### config.mk
export PLATFORM = sky130hd
export DESIGN_NAME = pipe_stage_reg
export DESIGN_NICKNAME = d
export VERILOG_FILES = /design/src/rtl/pipe_stage_reg.sv
export SDC_FILE = /design/constraint.sdc
export NUM_CORES = 1
export LEC_CHECK = 0
export BUFFER_PORTS_ARGS = -buffer_cell sky130_fd_sc_hd__buf_4
export CORE_MARGIN = 2
export CORE_UTILIZATION = 54
export DETAILED_ROUTE_END_ITERATION = 12
export GPL_ROUTABILITY_DRIVEN = 0
export PLACE_DENSITY = 0.8
export SLEW_MARGIN = 10
export SYNTH_ARGS = -nofsm -noshare
export SYNTH_HDL_FRONTEND = slang
export SYNTH_SLANG_ARGS = --single-unit
### constraint.sdc
create_clock -name clk -period 11.25 [get_ports clk]
set_clock_uncertainty 0.2 [all_clocks]
set_input_delay 0.5625 -clock clk [delete_from_list [all_inputs] [get_ports clk]]
set_output_delay 0.5625 -clock clk [all_outputs]
set_load 0.005 [all_outputs]
### src/rtl/pipe_stage_reg.sv
// Generic pipeline-boundary register with a 2-entry skid buffer (registered in_ready), flush and ctrl squashing.
// Optional stall counter enabled by defining PIPE_STALL_CNT_EN.
module pipe_stage_reg #(
  parameter int PAYLOAD_W = 101,
  parameter int CTRL_W    = 3,
  parameter int PC_W      = 32,
  parameter int CNT_W     = 16
) (
  input  logic                 clk,
  input  logic                 reset,
  input  logic                 flush,
  input  logic                 in_valid,
  output logic                 in_ready,
  input  logic [PAYLOAD_W-1:0] in_payload,
  input  logic [CTRL_W-1:0]    in_ctrl,
  input  logic [PC_W-1:0]      in_pc,
  output logic                 out_valid,
  input  logic                 out_ready,
  output logic [PAYLOAD_W-1:0] out_payload,
  output logic [CTRL_W-1:0]    out_ctrl,
  output logic [PC_W-1:0]      out_pc
`ifdef PIPE_STALL_CNT_EN
  ,
  output logic [CNT_W-1:0]     stall_cnt
`endif
);

  localparam logic [1:0] ST_EMPTY = 2'd0;
  localparam logic [1:0] ST_ONE   = 2'd1;
  localparam logic [1:0] ST_FULL  = 2'd2;

  if (PAYLOAD_W < 1 || CTRL_W < 1 || PC_W < 1 || CNT_W < 1) begin : g_bad_params
    $error("pipe_stage_reg: all widths must be at least 1");
  end

  logic [1:0]           r_state;
  logic                 r_in_ready;
  logic [PAYLOAD_W-1:0] r_main_payload;
  logic [CTRL_W-1:0]    r_main_ctrl;
  logic [PC_W-1:0]      r_main_pc;
  logic [PAYLOAD_W-1:0] r_skid_payload;
  logic [CTRL_W-1:0]    r_skid_ctrl;
  logic [PC_W-1:0]      r_skid_pc;

  logic       w_out_valid;
  logic       w_accept;
  logic       w_drain;
  logic [1:0] w_state_nxt;
  logic       w_load_main_in;
  logic       w_load_main_skid;
  logic       w_load_skid;

  assign w_out_valid = (r_state != ST_EMPTY);
  assign w_accept    = in_valid & r_in_ready;
  assign w_drain     = w_out_valid & out_ready;

  // Flush overrides every transition; the upstream entry of that cycle is dropped.
  always_comb begin
    w_state_nxt      = r_state;
    w_load_main_in   = 1'b0;
    w_load_main_skid = 1'b0;
    w_load_skid      = 1'b0;
    if (flush) begin
      w_state_nxt = ST_EMPTY;
    end else begin
      case (r_state)
        ST_EMPTY: begin
          if (w_accept) begin
            w_state_nxt    = ST_ONE;
            w_load_main_in = 1'b1;
          end
        end
        ST_ONE: begin
          case ({w_accept, w_drain})
            2'b10: begin
              w_state_nxt = ST_FULL;
              w_load_skid = 1'b1;
            end
            2'b11: begin
              w_state_nxt    = ST_ONE;
              w_load_main_in = 1'b1;
            end
            2'b01:   w_state_nxt = ST_EMPTY;
            default: w_state_nxt = ST_ONE;
          endcase
        end
        ST_FULL: begin
          if (w_drain) begin
            w_state_nxt      = ST_ONE;
            w_load_main_skid = 1'b1;
          end
        end
        default: w_state_nxt = ST_EMPTY;
      endcase
    end
  end

  always_ff @(posedge clk or posedge reset) begin
    if (reset) begin
      r_state        <= ST_EMPTY;
      r_in_ready     <= 1'b1;
      r_main_payload <= '0;
      r_main_ctrl    <= '0;
      r_main_pc      <= '0;
      r_skid_payload <= '0;
      r_skid_ctrl    <= '0;
      r_skid_pc      <= '0;
    end else begin
      r_state    <= w_state_nxt;
      r_in_ready <= (w_state_nxt != ST_FULL);
      if (w_load_main_in) begin
        r_main_payload <= in_payload;
        r_main_ctrl    <= in_ctrl;
        r_main_pc      <= in_pc;
      end else if (w_load_main_skid) begin
        r_main_payload <= r_skid_payload;
        r_main_ctrl    <= r_skid_ctrl;
        r_main_pc      <= r_skid_pc;
      end else if (flush) begin
        r_main_ctrl    <= '0;
      end
      if (w_load_skid) begin
        r_skid_payload <= in_payload;
        r_skid_ctrl    <= in_ctrl;
        r_skid_pc      <= in_pc;
      end else if (flush) begin
        r_skid_ctrl    <= '0;
      end
    end
  end

  // Bubbles never carry control, whatever the main register happens to hold.
  assign in_ready    = r_in_ready;
  assign out_valid   = w_out_valid;
  assign out_payload = r_main_payload;
  assign out_pc      = r_main_pc;
  assign out_ctrl    = w_out_valid ? r_main_ctrl : '0;

`ifdef PIPE_STALL_CNT_EN
  localparam logic [CNT_W-1:0] CNT_MAX = '1;
  logic [CNT_W-1:0] r_stall_cnt;

  // Saturating count of cycles a valid entry waits on downstream; flush does not clear it.
  always_ff @(posedge clk or posedge reset) begin
    if (reset) begin
      r_stall_cnt <= '0;
    end else if (w_out_valid && !out_ready && (r_stall_cnt != CNT_MAX)) begin
      r_stall_cnt <= r_stall_cnt + 1'b1;
    end
  end

  assign stall_cnt = r_stall_cnt;
`endif

  a_bubble_no_ctrl: assert property (@(posedge clk) disable iff (reset) !out_valid |-> (out_ctrl == '0));
  a_full_not_ready: assert property (@(posedge clk) disable iff (reset) (r_state == ST_FULL) |-> !in_ready);
  a_state_legal:    assert property (@(posedge clk) disable iff (reset) r_state != 2'd3);

endmodule
==> results.yml, run 1 <==
clock_network:
  cts-root-buf: "clkbuf_16"
  h-tree-depth: 1
  cts_buffers: 29
  numClockSinks: 275
  cts_tree: "yes"
  cts_setup_buffers: 0
  clkTransAtPathRegs_ns: 0.06
  clk_path_buf_depth: 3
  clock_latency_ns: 0.53
  hold_buffers: 0
  post_cts_resized: 0
die:
  ios: 279
  core_sq_mm: 0.02162
  die_area_sq_mm: 0.02300
  die_x_um: 151.7
  initial_core_util: 0.5446
  rows: 54
  dieHeight_um: 151.7
timing:
  setup_viol: 0
  setup_slack_ns: 8.181
  fin_crit_ns: 3.069
  rsz0062_at_grt: "false"
  hold_violations: 0
  fin_crit_sh: 0.2728
  relSlewSlack: 0.2207
  max_freq_mhz: 325.9
  tns_ns: 0
  worstMarginPinSlew_ns: 1.169
  slew_viol_final: 0
routing:
  detail_route.wirelength_um: 26570
  routed_via_density: 5.282
  drc: 0
  drt_iter0_markers: 351
  ant_nets: 0
  num_vias: 7723
  dr.pass1.iters: 4
  wire_per_inst_um: 18.17
layout:
  syn_to_final_growth_pct: 26.71
  diodes: 0
  instances_no_fill: 1462
  nets: 1303
  drive_gt1_frac: 0.3976
  nFillCells: 1600
  stdcell_area_sq_mm: 0.01492
synthesis:
  synth_edf_count: 0
  ys_ff_latch: 275
  async_reset_ff_frac: 1.000
  synth_fp_nets: 1045
  synth_top_area_share: 0.5823
  ys_warn_count: 0
  ys_types: 25
  yosysMostFrequentCell: "dfrtp_1"
  synthCells: 904
  yosysSeqAreaShare: 0.5845
  netlist_top_cells_area: "dfrtp_1 58%, mux2i_1 12%, mux2_4 8.9%"
  yosysTopAreaCell: "dfrtp_1"
  syn_area_per_cell_sq_um: 13.03
  ys.flop_type: "dfrtp_1"
  synth_common_cells: "274 x dfrtp_1, 140 x nor2_1, 137 x mux2i_1"
  synthesis.area_sq_mm: 0.01178
global_route:
  grt_pass1_wl_um: 40790
  antenna_found_initial: 0
  overflow: 0
  grt_max_degree: 132
  grt_use_total: 0.2219
  first_global_vias: 7817
setup_path:
  cp.required_ns: 11.39
  end_kind: "register"
  cp-start-kind: "register"
  path_cells: "nor2b_2 -> and3b_4 -> buf_4 -> mux2i_1 -> a21oi_1"
  crit_fanout: 61
  crit_type: "reg -> reg"
  path_delay_family: "buffers and inverters"
  crit_path_top_delay_cell: "buf_4"
  critPathArrivalTime_ns: 3.21
  critPathBufInv: 1
  cpPeakStageDelay_ns: 0.91
status:
  status: "finished, final reports clean"
pwr:
  powerDensity_mw_per_mm2: 198.7
  vdd_drop_max_mv: 0.1369
  power.leakage_nw: 6.877
flow_run:
  maxCapViolations: 0
place:
  placed_cells: 1411
  place.port_buffers: 278
  placed_area_sq_mm: 0.01391
  place_worst_setup_slack_ns: 8.095
  post-dp-hpwl_um: 17150
hold_path:
  hold_path_class: "in -> async"
-- state kept, by name, indices dropped and copies added (netlist names) --
register	flops
r_main_ctrl	3
in_ready	1
r_skid_ctrl	3
r_skid_payload	101
r_state	2
out_pc	32
r_skid_pc	32
out_payload	101
-- stage by stage --
step	utilization	hold WS [ns]	power (mW)
after floorplan	-	0.2709	1.685
after global placement	0.6432	0.2869	1.932
after detailed placement	0.6432	0.2924	1.967
after CTS	0.6901	0.02195	2.989
after global routing	0.6901	0.03757	3.106
final	0.6901	0.03126	2.964
-- final cells by class --
class | instances | area (sq um) | area share
Clock inverter | 8 | 165.2 | 0.01107
Clock buffer | 43 | 848.3 | 0.05686
Tap cell | 280 | 350.3 | 0.02348
Inverter | 4 | 22.52 | 0.001509
Sequential cell | 275 | 6883 | 0.4613
Timing Repair Buffer | 286 | 2147 | 0.1439
Multi-Input combinational cell | 566 | 4504 | 0.3019
-- layout by cell type, fill, tap and decap left out, drive strengths merged --
cell / count
buf: 286
dfrtp: 274
nor2: 140
mux2i: 137
a21oi: 135
mux2: 133
clkbuf: 43
bufinv: 5
inv: 4
nor2b: 4
and3: 3
a221o: 3
clkinv: 3
nand2b: 2
nand2: 2
and3b: 2
and4bb: 1
o21a: 1
nand3b: 1
nor3: 1
or3: 1
dfstp: 1
-- path summary, 6_finish.rpt --
path	slack [ns]	start	to	depth (start not counted)
max	8.18	r_state[0]	out_payload[57]	5
min	0.03	reset	r_skid_payload[39]	2
max reg2reg	8.18	r_state[0]	out_payload[57]	5
min reg2reg	0.30	r_skid_payload[64]	r_skid_payload[64]	1
max in group asynchronous	9.19	reset	out_payload[6]	3
min in group clk	0.05	flush	r_state[0]	2
-- metal layers --
layer,GRT usage,share of wire,vias to the layer above,routed length [um]
met3,0.08533,0.10,32,2749
met2,0.3637,0.48,253,12690
li1,-,-,3653,-
met4,0.04630,0.016,0,436
met5,0,0,-,0
met1,0.2827,0.40,3785,10690
-- cell families after synthesis --
logic type | share of synthesized area
and+or+nand+nor | 0.05440
DFF | 0.5845
buffers and inverters | 0.03453
muxes | 0.2660
AOI/OAI and AO/OA | 0.06057
-- where the power goes --
group	switching [mW]	internal (mW)
Combinational	0.214	0.368
Clock	0.379	0.631
Sequential	0.139	1.23
Total	0.733	2.23
Power figures use the tool's default switching activity.
==> inputs of run 2 (changes only) <==
CORE_UTILIZATION = 49   (was 54)
PLACE_DENSITY = 0.77   (was 0.8)
clock period = 2.6 ns   (was 11.25 ns; I/O delays follow)
==> run 2 against run 1 <==
Effect of this change:
- critical path depth increased by 1
- fmax increased by 26%
- clock power increased to 3.9 times the previous value
- design area increased by 11%
- non-clock buffer count increased by 162
- critical endpoint is now r_state[0]
==> results.yml, run 2 (synthesis gave the netlist of run 1 again) <==
status:
  status: "finished, final reports clean"
hold_path:
  hold_path_class: "in -> reg"
timing:
  relSlewSlack: 0.6822
  holdWs_ns: 0.1852
  setup_viol: 0
  slew_viol_final: 0
  rsz0062_at_grt: "false"
  fin_crit_sh: 0.9384
  hold_violations: 0
  max_freq_mhz: 409.9
  setup_slack_ns: 0.1601
  worstMarginPinSlew_ns: 0.4767
  fin_crit_ns: 2.440
clock_network:
  clkTransAtPathRegs_ns: 0.06
  cts_setup_buffers: 0
  h-tree-depth: 1
  cts-root-buf: "clkbuf_16"
  cts_tree: "yes"
  cts_buffers: 29
  clock_latency_ns: 0.52
  clk_path_buf_depth: 3
  numClockSinks: 275
setup_path:
  crit_fanout: 6
  cp-start-kind: "register"
  crit_type: "reg -> reg"
  cp.required_ns: 2.81
  end_kind: "register"
  critPathArrivalTime_ns: 2.65
place:
  place_worst_setup_slack_ns: 0.4950
  place.port_buffers: 278
  placed_cells: 1466
  post-dp-hpwl_um: 17860
global_route:
  grt_use_total: 0.2398
  first_global_vias: 9264
  overflow: 0
  antenna_found_initial: 1
  grt_max_degree: 89
  grt_pass1_wl_um: 49940
routing:
  detail_route.wirelength_um: 30250
  routed_via_density: 5.171
  drt_iter0_markers: 518
  ant_nets: 0
  drc: 0
  dr.pass1.iters: 5
  wire_per_inst_um: 18.20
  num_vias: 8595
die:
  core_sq_mm: 0.02354
  initial_core_util: 0.5002
  ios: 279
  die_area_sq_mm: 0.02529
  rows: 56
  die_x_um: 159.0
  dieHeight_um: 159.0
layout:
  instances_no_fill: 1662
  layout_common_cells: "289 x buf_4, 274 x dfrtp_1, 146 x dlygate4sd3_1"
  nFillCells: 1540
  final_common_cell: "buf_4"
  drive_gt1_frac: 0.3607
  syn_to_final_growth_pct: 40.93
  final_util: 0.7049
  nets: 1465
pwr:
  p_total_mw: 12.65
  power.leakage_nw: 7.567
  power_frac_comb: 0.220
  vdd_drop_max_mv: 0.6373
  internal_power_mw: 9.386
  powerDensity_mw_per_mm2: 762.1
  p_switching_mw: 3.261
  clkPwrFrac: 0.308
  seqPwrFrac: 0.472
  switching_share: 0.2579
flow_run:
  maxCapViolations: 0
-- run 2: final cells by class --
| class | count | area [sq um] | area share |
|---|---|---|---|
| multi-input cells | 566 | 4504 | 0.2714 |
| repair buffers | 448 | 3891 | 0.2345 |
| flip-flops and latches | 275 | 6883 | 0.4148 |
| inverters | 4 | 18.77 | 0.001131 |
| clock buffers | 45 | 875.8 | 0.05278 |
| well taps | 319 | 399.1 | 0.02405 |
| clock inverters | 4 | 20.02 | 0.001206 |
| diodes | 1 | 2.502 | 0.0001508 |
-- run 2: timing repair --
action | in CTS | in global routing
endpoints found under the hold margin | 550 | 0
endpoints found under the setup margin | 0 | 0
resized for setup | 0 | 0
hold buffers | 146 | 0
-- run 2: worst paths after layout --
check / endpoint / cells after the start / slack [ns] / from
min: r_skid_payload[32] / 3 / 0.19 / in_payload[32]
max in group asynchronous: r_skid_payload[26] / 5 / 0.92 / reset
min in group asynchronous: out_payload[83] / 4 / 0.54 / reset
max reg2reg: r_state[0] / 6 / 0.16 / r_state[1]
min reg2reg: r_skid_payload[47] / 1 / 0.30 / r_skid_payload[47]
max: r_state[0] / 6 / 0.16 / r_state[1]
-- run 2: critical path: stages, from the launching register on --
cell and delay [ns]:
dfrtp_1 0.43, and3b_1 0.22, o21a_1 0.20, dlygate4sd3_1 0.57
a21oi_1 0.12, dlygate4sd3_1 0.56, nor2_1 0.04
-- run 2: metal layers --
metal,track usage,routed length [um],vias up
li1,-,-,3983
met1,0.3084,12410,4260
met2,0.4067,14980,295
met3,0.06252,2069,57
met4,0.06116,793,0
met5,0,0,-
-- run 2: through the flow --
stage,instance area [sq um],TNS (ns)
after detailed placement,14230,0
after CTS,16590,0
after global routing,16590,0
final,16590,0
after global placement,14230,0
after floorplan,11780,-374.84
-- run 2: power groups by stage --
stage | Clock [mW] | Sequential [mW] | Combinational (mW)
global placement | 0 | 5.94 | 2.46
CTS | 3.96 | 5.93 | 2.75
detailed placement | 0 | 5.98 | 2.56
global route | 4.17 | 6.09 | 3.02
finish | 3.89 | 5.97 | 2.79
floorplan | 0 | 5.87 | 1.42
==> inputs of run 3 (changes only) <==
CORE_MARGIN = 5   (was 2)
==> run 3 against run 2 <==
Effect of this change:
- die area up 7.7%
- count of clock-buffer cells in the layout fell by 5
- non-clock buffer count decreased by 10
- critical path depth is the same
- global-route usage fell by 1.5 points
- core utilization fell by 0.20 points
- via count is 0.35% lower
- first-iteration DRC count shrank 20%
- largest cell class unchanged
==> results.yml, run 3 (synthesis gave the netlist of run 1 again) <==
pwr:
  p_switching_mw: 3.325
  switching_share: 0.2591
  internal_power_mw: 9.510
  power_frac_comb: 0.217
  power.leakage_nw: 7.528
  seqPwrFrac: 0.465
  clkPwrFrac: 0.318
  powerDensity_mw_per_mm2: 775.7
  vdd_drop_max_mv: 0.5976
die:
  dieHeight_um: 165.0
  ios: 279
  core_sq_mm: 0.02354
  die_area_sq_mm: 0.02723
  initial_core_util: 0.5002
  die_x_um: 165.0
  rows: 56
setup_path:
  crit_type: "reg -> reg"
  cp-start-kind: "register"
  critPathArrivalTime_ns: 2.69
  crit_fanout: 5
  end_kind: "register"
  rr_worst_depth: 6
  cp.required_ns: 2.86
global_route:
  first_global_vias: 9247
  antenna_found_initial: 2
  overflow: 0
  grt_use_total: 0.2250
  grt_pass1_wl_um: 49290
  grt_max_degree: 101
place:
  placed_cells: 1457
  post-dp-hpwl_um: 18000
  place_worst_setup_slack_ns: 0.4761
  placed_area_sq_mm: 0.01417
  place.port_buffers: 278
layout:
  final_common_cell: "buf_4"
  instances_no_fill: 1654
  stdcell_area_sq_mm: 0.01655
  nets: 1454
  syn_to_final_growth_pct: 40.54
  layout_common_cells: "280 x buf_4, 274 x dfrtp_1, 145 x dlygate4sd3_1"
  drive_gt1_frac: 0.3563
routing:
  drt_iter0_markers: 412
  drc: 0
  dr.pass1.iters: 4
  wire_per_inst_um: 18.82
  ant_nets: 0
  detail_route.wirelength_um: 31130
  num_vias: 8565
  routed_via_density: 5.178
clock_network:
  cts_buffers: 28
  clock_latency_ns: 0.54
  hold_buffers: 145
  clkTransAtPathRegs_ns: 0.06
  cts-root-buf: "clkbuf_16"
  numClockSinks: 275
  cts_setup_buffers: 0
  clk_path_buf_depth: 3
  post_cts_resized: 0
  cts_tree: "yes"
  h-tree-depth: 1
timing:
  worstMarginPinSlew_ns: 0.5345
  relSlewSlack: 0.6436
  slew_viol_final: 0
  setup_viol: 0
  hold_violations: 0
  fin_crit_sh: 0.9330
  fin_crit_ns: 2.426
  rsz0062_at_grt: "false"
  tns_ns: 0
  holdWs_ns: 0.1335
  setup_slack_ns: 0.1741
  max_freq_mhz: 412.2
hold_path:
  hold_path_class: "in -> async"
status:
  status: "finished, final reports clean"
flow_run:
  maxCapViolations: 0
-- run 3: cell count changes in the layout (fill, tap and decap cells not counted), sizes merged --
| cell | previous run | this run |
|---|---|---|
| clkinvlp | 1 | 2 |
| clkinv | 4 | 6 |
| buf | 302 | 293 |
| clkbuf | 45 | 40 |
| bufinv | 0 | 3 |
| dlygate4sd3 | 146 | 145 |
| diode | 1 | 2 |
-- run 3: worst max-delay path: stages (launching register included) --
cell and delay (ns):
dfstp_2 0.56, and3b_1 0.19, o21a_1 0.15, dlygate4sd3_1 0.56, a21oi_1 0.04, dlygate4sd3_1 0.56
nor2_1 0.10
-- run 3: area by class of cell --
class	count	area [sq um]
antenna	2	5.005
clock buffer	40	797.0
clock inverter	10	127.6
fill	1606	6994
inverter	4	18.77
multi-input combinational	566	4504
sequential	275	6883
tap	319	399.1
timing repair buffer	438	3814
-- run 3: stage by stage --
step	total power, mW	utilization
after floorplan	7.290	-
after global placement	8.413	0.6018
after detailed placement	8.542	0.6018
after CTS	12.84	0.7027
after global routing	13.46	0.7029
final	12.84	0.7029
-- run 3: final timing paths --
kind,end,start,slack [ns]
max,r_state[0],in_ready,0.17
min,out_payload[99],reset,0.13
max reg2reg,r_state[0],in_ready,0.17
min reg2reg,r_skid_payload[62],r_skid_payload[62],0.30
max in group asynchronous,r_skid_payload[2],reset,1.47
min in group clk,r_skid_payload[31],in_payload[31],0.18
-- run 3: layer usage --
layer,wire length (um),GRT usage
met5,0,0
met1,12490,0.2788
met3,2276,0.05890
met4,1146,0.07561
met2,15220,0.3834
-- run 3: power groups by stage --
stage | logic [mW] | registers, mW | clock network [mW]
after floorplan | 1.42 | 5.87 | 0
after detailed placement | 2.57 | 5.97 | 0
after global routing | 3.04 | 6.08 | 4.34
final | 2.79 | 5.96 | 4.08
after global placement | 2.48 | 5.93 | 0
after CTS | 2.77 | 5.92 | 4.15
